--- src/rtl/mire_multi_if.sv ---
// Wishbone write-master bus between the test-pattern generator and the arbiter.
interface mire_multi_if;
  logic [31:0] adr;
  logic [31:0] dat_ms;
  logic        we;
  logic [3:0]  sel;
  logic [2:0]  cti;
  logic [1:0]  bte;
  logic        cyc;
  logic        stb;
  logic        ack;

  modport master (
    output adr, dat_ms, we, sel, cti, bte, cyc, stb,
    input  ack
  );

  modport slave (
    input  adr, dat_ms, we, sel, cti, bte, cyc, stb,
    output ack
  );
endinterface

--- src/rtl/mire_multi.sv ---
// Wishbone test-pattern master: fills a framebuffer with grid, checker, bars or solid colour.
module mire_multi #(
  parameter int unsigned HDISP     = 800,
  parameter int unsigned VDISP     = 480,
  parameter logic [31:0] BASE_ADR  = 32'h0,
  parameter int unsigned CELL_LOG2 = 4,
  parameter int unsigned BURST_LEN = 64
) (
  input  logic                clk,
  input  logic                rst_n,
  input  logic                enable,
  input  logic [1:0]          mode,
  input  logic [23:0]         color_fg,
  input  logic [23:0]         color_bg,
  mire_multi_if.master        wshb,
  output logic                busy,
  output logic                frame_done
);

  localparam int unsigned XW    = $clog2(HDISP);
  localparam int unsigned YW    = (VDISP > 1) ? $clog2(VDISP) : 1;
  localparam int unsigned BW    = HDISP / 8;
  localparam int unsigned BCW   = (BW > 1) ? $clog2(BW) : 1;
  localparam int unsigned CW    = $clog2(BURST_LEN + 1);
  localparam int unsigned CMASK = (32'd1 << CELL_LOG2) - 32'd1;

  typedef enum logic [1:0] {IDLE, WRITE, GAP} state_t;

  state_t          state_q, state_n;
  logic [XW-1:0]   x_q, x_n;
  logic [YW-1:0]   y_q, y_n;
  logic [CW-1:0]   bcnt_q, bcnt_n;
  logic [BCW-1:0]  barc_q, barc_n;
  logic [2:0]      bari_q, bari_n;
  logic [31:0]     adr_q, adr_n;
  logic [31:0]     dat_q, dat_n;
  logic            cyc_q, cyc_n;
  logic            busy_q, busy_n;
  logic            done_q, done_n;
  logic            fin_q, fin_n;
  logic [1:0]      mode_q, mode_n;
  logic [23:0]     fg_q, fg_n;
  logic [23:0]     bg_q, bg_n;
  logic            start;
  logic            x_last;
  logic            frame_last;

  // Colour of pixel (x,y); bar index comes from the running bar counter.
  function automatic logic [23:0] pixel(input logic [1:0] m, input logic [23:0] fg,
                                        input logic [23:0] bg, input int unsigned xi,
                                        input int unsigned yi, input logic [2:0] bi);
    logic [23:0] c;
    c = fg;
    case (m)
      2'd0: if (((xi & CMASK) != 32'd0) && ((yi & CMASK) != 32'd0)) c = bg;
      2'd1: if ((((xi ^ yi) >> CELL_LOG2) & 32'd1) != 32'd0) c = bg;
      2'd2: begin
        case (bi)
          3'd0:    c = 24'hFFFFFF;
          3'd1:    c = 24'hFFFF00;
          3'd2:    c = 24'h00FFFF;
          3'd3:    c = 24'h00FF00;
          3'd4:    c = 24'hFF00FF;
          3'd5:    c = 24'hFF0000;
          3'd6:    c = 24'h0000FF;
          default: c = 24'h000000;
        endcase
      end
      default: c = fg;
    endcase
    return c;
  endfunction

  // Next-state, pixel walk and next-word computation.
  always_comb begin
    state_n    = state_q;
    x_n        = x_q;
    y_n        = y_q;
    bcnt_n     = bcnt_q;
    barc_n     = barc_q;
    bari_n     = bari_q;
    adr_n      = adr_q;
    dat_n      = dat_q;
    cyc_n      = cyc_q;
    busy_n     = busy_q;
    done_n     = 1'b0;
    fin_n      = fin_q;
    mode_n     = mode_q;
    fg_n       = fg_q;
    bg_n       = bg_q;
    start      = 1'b0;
    x_last     = (x_q == XW'(HDISP - 1));
    frame_last = x_last && (y_q == YW'(VDISP - 1));

    case (state_q)
      IDLE: start = enable;
      WRITE: begin
        if (cyc_q && wshb.ack) begin
          if (frame_last) begin
            state_n = GAP;
            cyc_n   = 1'b0;
            bcnt_n  = '0;
            fin_n   = 1'b1;
            busy_n  = 1'b0;
            done_n  = 1'b1;
          end else begin
            adr_n = adr_q + 32'd4;
            if (x_last) begin
              x_n    = '0;
              y_n    = y_q + YW'(1);
              barc_n = '0;
              bari_n = '0;
            end else begin
              x_n = x_q + XW'(1);
              if (barc_q == BCW'(BW - 1)) begin
                barc_n = '0;
                bari_n = bari_q + 3'd1;
              end else begin
                barc_n = barc_q + BCW'(1);
              end
            end
            dat_n = {8'h00, pixel(mode_q, fg_q, bg_q, 32'(x_n), 32'(y_n), bari_n)};
            if (bcnt_q == CW'(BURST_LEN - 1)) begin
              state_n = GAP;
              cyc_n   = 1'b0;
              bcnt_n  = '0;
            end else begin
              bcnt_n = bcnt_q + CW'(1);
            end
          end
        end
      end
      GAP: begin
        if (fin_q) begin
          if (enable) begin
            start = 1'b1;
          end else begin
            state_n = IDLE;
            fin_n   = 1'b0;
          end
        end else begin
          state_n = WRITE;
          cyc_n   = 1'b1;
        end
      end
      default: state_n = IDLE;
    endcase

    if (start) begin
      state_n = WRITE;
      mode_n  = mode;
      fg_n    = color_fg;
      bg_n    = color_bg;
      x_n     = '0;
      y_n     = '0;
      bcnt_n  = '0;
      barc_n  = '0;
      bari_n  = '0;
      adr_n   = BASE_ADR;
      dat_n   = {8'h00, pixel(mode, color_fg, color_bg, 32'd0, 32'd0, 3'd0)};
      cyc_n   = 1'b1;
      busy_n  = 1'b1;
      fin_n   = 1'b0;
    end
  end

  // State and datapath registers with synchronous reset.
  always_ff @(posedge clk) begin
    if (!rst_n) begin
      state_q <= IDLE;
      x_q     <= '0;
      y_q     <= '0;
      bcnt_q  <= '0;
      barc_q  <= '0;
      bari_q  <= '0;
      adr_q   <= BASE_ADR;
      dat_q   <= '0;
      cyc_q   <= 1'b0;
      busy_q  <= 1'b0;
      done_q  <= 1'b0;
      fin_q   <= 1'b0;
      mode_q  <= '0;
      fg_q    <= '0;
      bg_q    <= '0;
    end else begin
      state_q <= state_n;
      x_q     <= x_n;
      y_q     <= y_n;
      bcnt_q  <= bcnt_n;
      barc_q  <= barc_n;
      bari_q  <= bari_n;
      adr_q   <= adr_n;
      dat_q   <= dat_n;
      cyc_q   <= cyc_n;
      busy_q  <= busy_n;
      done_q  <= done_n;
      fin_q   <= fin_n;
      mode_q  <= mode_n;
      fg_q    <= fg_n;
      bg_q    <= bg_n;
    end
  end

  assign wshb.adr    = adr_q;
  assign wshb.dat_ms = dat_q;
  assign wshb.we     = 1'b1;
  assign wshb.sel    = 4'b1111;
  assign wshb.cti    = 3'b000;
  assign wshb.bte    = 2'b00;
  assign wshb.cyc    = cyc_q;
  assign wshb.stb    = cyc_q;
  assign busy        = busy_q;
  assign frame_done  = done_q;

endmodule

--- src/flat_wrapper.sv ---
// flat-port wrapper written by rule: the top's interface ports become plain ports
module mire_multi_flat 
#(
  parameter int unsigned HDISP     = 800,
  parameter int unsigned VDISP     = 480,
  parameter logic [31:0] BASE_ADR  = 32'h0,
  parameter int unsigned CELL_LOG2 = 4,
  parameter int unsigned BURST_LEN = 64
)
  (clk, rst_n, enable, mode, color_fg, color_bg, busy, frame_done, wshb_adr, wshb_dat_ms, wshb_we, wshb_sel, wshb_cti, wshb_bte, wshb_cyc, wshb_stb, wshb_ack);
  mire_multi_if wshb_i ();
  input  logic clk;
  input  logic rst_n;
  input  logic enable;
  input  logic [1:0] mode;
  input  logic [23:0] color_fg;
  input  logic [23:0] color_bg;
  output logic busy;
  output logic frame_done;
  output wire logic [$bits(wshb_i.adr)-1:0] wshb_adr;
  output wire logic [$bits(wshb_i.dat_ms)-1:0] wshb_dat_ms;
  output wire logic [$bits(wshb_i.we)-1:0] wshb_we;
  output wire logic [$bits(wshb_i.sel)-1:0] wshb_sel;
  output wire logic [$bits(wshb_i.cti)-1:0] wshb_cti;
  output wire logic [$bits(wshb_i.bte)-1:0] wshb_bte;
  output wire logic [$bits(wshb_i.cyc)-1:0] wshb_cyc;
  output wire logic [$bits(wshb_i.stb)-1:0] wshb_stb;
  input wire logic [$bits(wshb_i.ack)-1:0] wshb_ack;
  assign wshb_adr = wshb_i.adr;
  assign wshb_dat_ms = wshb_i.dat_ms;
  assign wshb_we = wshb_i.we;
  assign wshb_sel = wshb_i.sel;
  assign wshb_cti = wshb_i.cti;
  assign wshb_bte = wshb_i.bte;
  assign wshb_cyc = wshb_i.cyc;
  assign wshb_stb = wshb_i.stb;
  assign wshb_i.ack = wshb_ack;
  mire_multi #(.HDISP(HDISP), .VDISP(VDISP), .BASE_ADR(BASE_ADR), .CELL_LOG2(CELL_LOG2), .BURST_LEN(BURST_LEN)) u_core (.clk(clk), .rst_n(rst_n), .enable(enable), .mode(mode), .color_fg(color_fg), .color_bg(color_bg), .wshb(wshb_i), .busy(busy), .frame_done(frame_done));
endmodule
--- config.mk ---
export PLATFORM = sky130hd
export DESIGN_NAME = mire_multi_flat
export DESIGN_NICKNAME = d
export VERILOG_FILES = /design/src/rtl/mire_multi_if.sv /design/src/rtl/mire_multi.sv /design/src/flat_wrapper.sv
export SDC_FILE = /design/constraint.sdc
export NUM_CORES = 1
export LEC_CHECK = 0
export ABC_CLOCK_PERIOD_IN_PS = 4270
export CORE_ASPECT_RATIO = 0.8
export CORE_MARGIN = 5
export CORE_UTILIZATION = 40
export CTS_BUF_LIST = sky130_fd_sc_hd__clkbuf_8 sky130_fd_sc_hd__clkbuf_16
export CTS_CLUSTER_DIAMETER = 100
export DETAILED_ROUTE_END_ITERATION = 8
export PLACE_DENSITY_LB_ADDON = 0.2
export SLEW_MARGIN = 25
export SYNTH_ARGS = -nofsm -noshare
export SYNTH_HDL_FRONTEND = slang
export SYNTH_SLANG_ARGS = --single-unit
--- constraint.sdc ---
create_clock -name clk -period 4.27 [get_ports clk]
set_input_delay 0.6405 -clock clk [delete_from_list [all_inputs] [get_ports clk]]
set_output_delay 0.6405 -clock clk [all_outputs]
set_load 0.05 [all_outputs]
After elaboration in Yosys (flattened, before gate mapping). Cells that the tools add are included.

Register bits after elaboration: 148. Input bits: 54. Output and inout port bits: 78. Logic and storage cells: 124.

Add/sub/neg operators: 6. Eq/ne operators: 25. Multiplexer cells: 50. Bitwise operators: 4. Reduce and logical (&&, ||, !) cells: 23.

Operators with widths (number): $mux 24 (7); $pmux 24 s7 (1); $pmux 24 s3 (1); $reduce_bool 32->1 (2); $mux 10 (4); $mux 9 (4); $add 32x3->32 const B (1); $mux 7 (4); $mux 1 (15); $mux 3 (5); $reduce_and 3->1 (5); $add 7x1->7 const B (2); $reduce_and 4->1 (3); $add 10x1->10 const B (1); $eq 10x10->1 const B (1); $mux 2 (5); $add 9x1->9 const B (1); $eq 3x3->1 const B (3); $eq 9x9->1 const B (1); $ne 2x1->1 const B (4); $reduce_bool 2->1 (4); $eq 7x6->1 const B (1); $eq 7x7->1 const B (1); $eq 2x2->1 const B (3); 18 further kinds (29).

Logic depth before layout (Yosys ltp).
Depth in word-level cells: 13. Depth in mapped cells: 10. Mapped depth without buffers: 8.

Worst setup path before layout. Ideal clock, no wire load.

Path type: register -> register. Start point: register u_core.adr_q[5], in the netlist u_core.wshb.adr[5]. End point: register u_core.adr_q[22], in the netlist u_core.wshb.adr[22]. Library setup time: 0.128 ns. Data arrival time: 2.192 ns. Data required time: 4.142 ns. Setup slack: 1.950 ns. Stages on the path, launching flop included: 8. Buffers on the path: 1. Period minus slack after synthesis: 2.320 ns. Path through: dfxtp_1 > and4_1 > nand4_1 > nor3_1 > clkbuf_1 > nand4_1 > xor2_1 > nor2_1.

Word-level cells in the longest chain between the ends: 1.

Ends and longest elaborated chain: from (decl) (RTL line mire_multi.sv:35) `logic [31:0] adr_q, adr_n;`; from (signal assigned) (RTL line mire_multi.sv:192) `adr_q <= adr_n;`; $add 32x3->32 (RTL line mire_multi.sv:107) `adr_n = adr_q + 32'd4;`.

Every way passes these cells. A chain may end at the register's enable or synchronous reset.

Worst setup path after layout.
Start point: register u_core.state_q[0]. End point: register u_core.dat_q[17], in the netlist u_core.wshb.dat_ms[17].

Word-level cells in the longest chain between the ends: 4. Elaborated cells on any way between the ends: 9. Classes of those cells: 3 x eq/ne; 2 x mux; 4 x reduce/logical.

Ends and longest elaborated chain: from (decl) (RTL line mire_multi.sv:29) `state_t state_q, state_n;`; from (signal assigned) (RTL line mire_multi.sv:186) `state_q <= state_n;`; $eq 2x2->1 / $logic_not 2->1 (equally long branches) (RTL line mire_multi.sv:95) `case (state_q)`; $pmux 1 s2 (RTL line mire_multi.sv:95); $ne 2x1->1 (no source line) / $reduce_bool 2->1 (equally long branches); $reduce_and 3->1 (no source line); to (signal assigned) (RTL line mire_multi.sv:193) `dat_q <= dat_n;`; to (decl) (RTL line mire_multi.sv:36) `logic [31:0] dat_q, dat_n;`.

Several ways; a longest one is shown, not always the timed one.

==> metrics.txt <==
Clk pwr share=roughly 44%; root buf cell=clkbuf_16; vias=~8,000; synthesized cell area=roughly 8300 µm²; global-route wire length before repair=roughly 40,000 µm; buffer depth of the longest clock path=2; post-CTS setup buffers=0; # port buffers=~110; DR DRC count=0; reg-to-reg slack, setup=approximately 1400 ps; final hold viol count=0; Final setup viols=0; CTS tree=yes; Worst Path Arrival=3220 ps; Commonest cells post-synth=nand2_1, dfxtp_1, nor2_1, a21oi_1, clkbuf_1; CP startpoint kind=register; DR pass1 iterations=5; setup TNS=0 ps; Ant. Diodes=0; number of global-route vias before repair=between 7,000 and 8,000; Max-slew headroom=between 30 and 40%; nets@finish=~1,200; Die W=roughly 170 µm; DP Area=just under 10,000 µm²; FF-to-FF Start=u_core.state_q[0]$_SDFFE_PN0P_; GPL Wtd Cong=0.835; sw power=~0.0011 W; R2R depth=9; CP Cell Sequence=inv_1 > ha_1 > and2_1 > o21ai_4 > buf_4 > o221ai_1 > a211oi_1 > nand2_1 > a32o_1; metal2 WL=about 11,000 µm; Comb pwr share=between 10% and 20%; CTS sink cnt=between 100 and 150; Slowest cell on crit path=o221ai_1; final worst-path cycle share=67.8%; CP Class=reg2reg; area delta synth->final=23.0%; chip height=between 100 and 150 µm; critical path peak fanout=40; CTS clock-pin slew for the worst setup and hold paths=around 70 ps; hold crit path type=reg2reg; grt ovf=0; Hold Worst Slack=439 ps; FILL cells=between 2,000 and 2,500; wl on met1=approximately 12,000 µm; top sig layer=met4; most common cell in the netlist=nand2_1; Hold Crit Depth=2; status=finished, final reports clean; initial antenna violation count=0; Initial DRC Count=between 500 and 600; Post-synth EDFFs=0; vias per cell=roughly 5.6; RSZ-0062 raised after global routing=false; Design Power=~0.0037 W; met3 wire len=about 1700 µm; FF+latch count, synth=146; Syn. warnings=0; Initial Util=between 40% and 50%; hpwl dp=approximately 17,000 µm; sequential area share after synthesis=35.1%; peak supply drop=around 0.21 mV; Highest Clock Rate=346 MHz; Crit. End Element=register; Rows=47; layout cells sized above 1=roughly 8.5%; Skew-Pair Late Insertion Delay=~430 ps; H-tree levels=4; cts repair resizes=0; P_int=0.00260 W; reg2reg end=u_core.wshb.dat_ms[17]$_SDFFE_PN0P_; WL per Instance=17.4 µm; pwr dens=approximately 360 nW/µm²; Static Leak=between 3 and 4 nW; min-delay src=u_core.bcnt_q[6]$_SDFFE_PP0P_; post-synth top area cell=dfxtp_1; Crit path required time=~4600 ps; WL final=around 25,000 µm; top_reg_cell synth=dfxtp_1; Max Slew Vio Count=0; pin count of the biggest net entering global routing=64; CP peak stage delay=520 ps; post-route ant nets=0; Async S/R FF share, synth=0%; CP delay by family, top=compound AO/OA/AOI/OAI gates; Cell variety after synth=74; hold endpoint=u_core.bcnt_q[6]$_SDFFE_PP0P_; switching share of power=~29%; Core Area=between 20,000 and 25,000 µm²; Cells after Synth=1,065; WP buf/inv=2; die area=23,800 µm²; cts hold-fix bufs=0; sequential share of power=about two fifths; post-synth top area share=35.1%; CTS buffer count=17; Final Cell Area=10,200 µm²; Max-Cap Viols=0; clk_skew=about 9.5 ps; dominant cells by area after synthesis=dfxtp_1, nand2_1, nor2_1; GRT Resource Usage Total=20.5%; Least-Margin Pin Slew=954 ps; Tmin final=between 2000 and 3000 ps; Avg Cell Area, Syn=~7.8 µm²; # IOs=between 100 and 150
-- per-layer routing --
| layer | GRT usage [%] | vias to the layer above |
|---|---|---|
| li1 | - | 3928 |
| met1 | 30.4 | 3795 |
| met2 | 29.1 | 245 |
| met3 | 5.96 | 28 |
| met4 | 4.88 | 0 |
| met5 | 0 | - |
-- power groups by stage --
stage	Sequential, W	Combinational (W)	Clock (W)
finish	0.00148	0.000555	0.00163
floorplan	0.00157	0.000311	0
CTS	0.00148	0.000556	0.00165
detailed placement	0.00151	0.000554	0
global placement	0.00151	0.000549	0
global route	0.00149	0.000601	0.00170
-- cells in the final DEF (no fill, tap or decap), types with 17 or more instances in the layout --
cell type | synthesis | final
a21oi_1 | 82 | 82
clkdlybuf4s50_1 | 0 | 111
clkbuf_16 | 0 | 17
o21ai_0 | 26 | 26
nand2b_1 | 29 | 29
nor3_1 | 40 | 39
nor2_1 | 112 | 112
nand3_1 | 31 | 31
xor2_1 | 35 | 35
dfxtp_1 | 146 | 146
nand2_1 | 194 | 194
conb_1 | 2 | 20
buf_4 | 21 | 24
and3_1 | 25 | 25
nand4_1 | 21 | 21
-- worst reg2reg max path, stage by stage, from the launching register on --
cell and delay (ps):
dfxtp_1 420, inv_1 90, ha_1 240, and2_1 210, o21ai_4 170, buf_4 430
o221ai_1 540, a211oi_1 360, nand2_1 90, a32o_1 240
-- worst max-delay path by stage --
| stage | endpoint | slack (ps) | depth (start not counted) | start |
|---|---|---|---|---|
| after CTS | u_core.wshb.dat_ms[17]$_SDFFE_PN0P_ | 1380 | 9 | u_core.state_q[0]$_SDFFE_PN0P_ |
| after global placement | u_core.wshb.dat_ms[21]$_SDFFE_PN0P_ | 1280 | 7 | enable |
| after detailed placement | u_core.wshb.dat_ms[17]$_SDFFE_PN0P_ | 1220 | 7 | enable |
| final | u_core.wshb.dat_ms[17]$_SDFFE_PN0P_ | 1380 | 9 | u_core.state_q[0]$_SDFFE_PN0P_ |
| after global routing | u_core.wshb.dat_ms[19]$_SDFFE_PN0P_ | 1210 | 9 | u_core.state_q[0]$_SDFFE_PN0P_ |
| after floorplan | u_core.wshb.adr[22]$_SDFFE_PP0P_ | 1950 | 7 | u_core.wshb.adr[5]$_SDFFE_PP0P_ |
-- cell type report --
type / count / area [µm²] / share of cell area, %
Clock inverter: 14 / 203 / 1.98
Inverter: 11 / 41.3 / 0.403
Multi-Input combinational cell: 834 / 5020 / 49.0
Timing Repair Buffer: 135 / 1290 / 12.6
Sequential cell: 146 / 2920 / 28.5
Clock buffer: 17 / 425 / 4.15
Tap cell: 269 / 337 / 3.29
-- metrics by stage --
stage	setup WS (ps)	util (%)	std cells
2_1_floorplan	1950	-	1083
3_3_place_gp	1280	46.7	1395
3_5_place_dp	1220	46.7	1395
4_1_cts	1380	49.8	1426
5_1_grt	1210	49.8	1426
6_report	1380	49.8	1426
-- logic make-up (layout without fill, tap and decap cells) --
kind of cell             after synthesis  after routing  synth area share [%]
AO/OA/AOI/OAI                        234            234                  21.2
XOR/XNOR                              51             51                  5.36
adder cells (fa/ha/maj)                9              9                  1.35
buffers and inverters                103            177                  5.81
flip-flops                           146            146                  35.1
multiplexers                          21             21                  2.66
other                                  2             20                0.0902
AND/OR/NAND/NOR                      499            499                  28.4
-- registers in the layout, summed over array words and instances (netlist names), 2 cells and up --
register	cells
u_core.fg_q	24
u_core.barc_q	7
u_core.bari_q	3
u_core.bg_q	24
u_core.y_q	9
u_core.bcnt_q	7
u_core.x_q	10
u_core.wshb.dat_ms	24
u_core.mode_q	2
u_core.wshb.adr	30
u_core.state_q	2
Note: power is estimated with default switching activity, not from simulation.
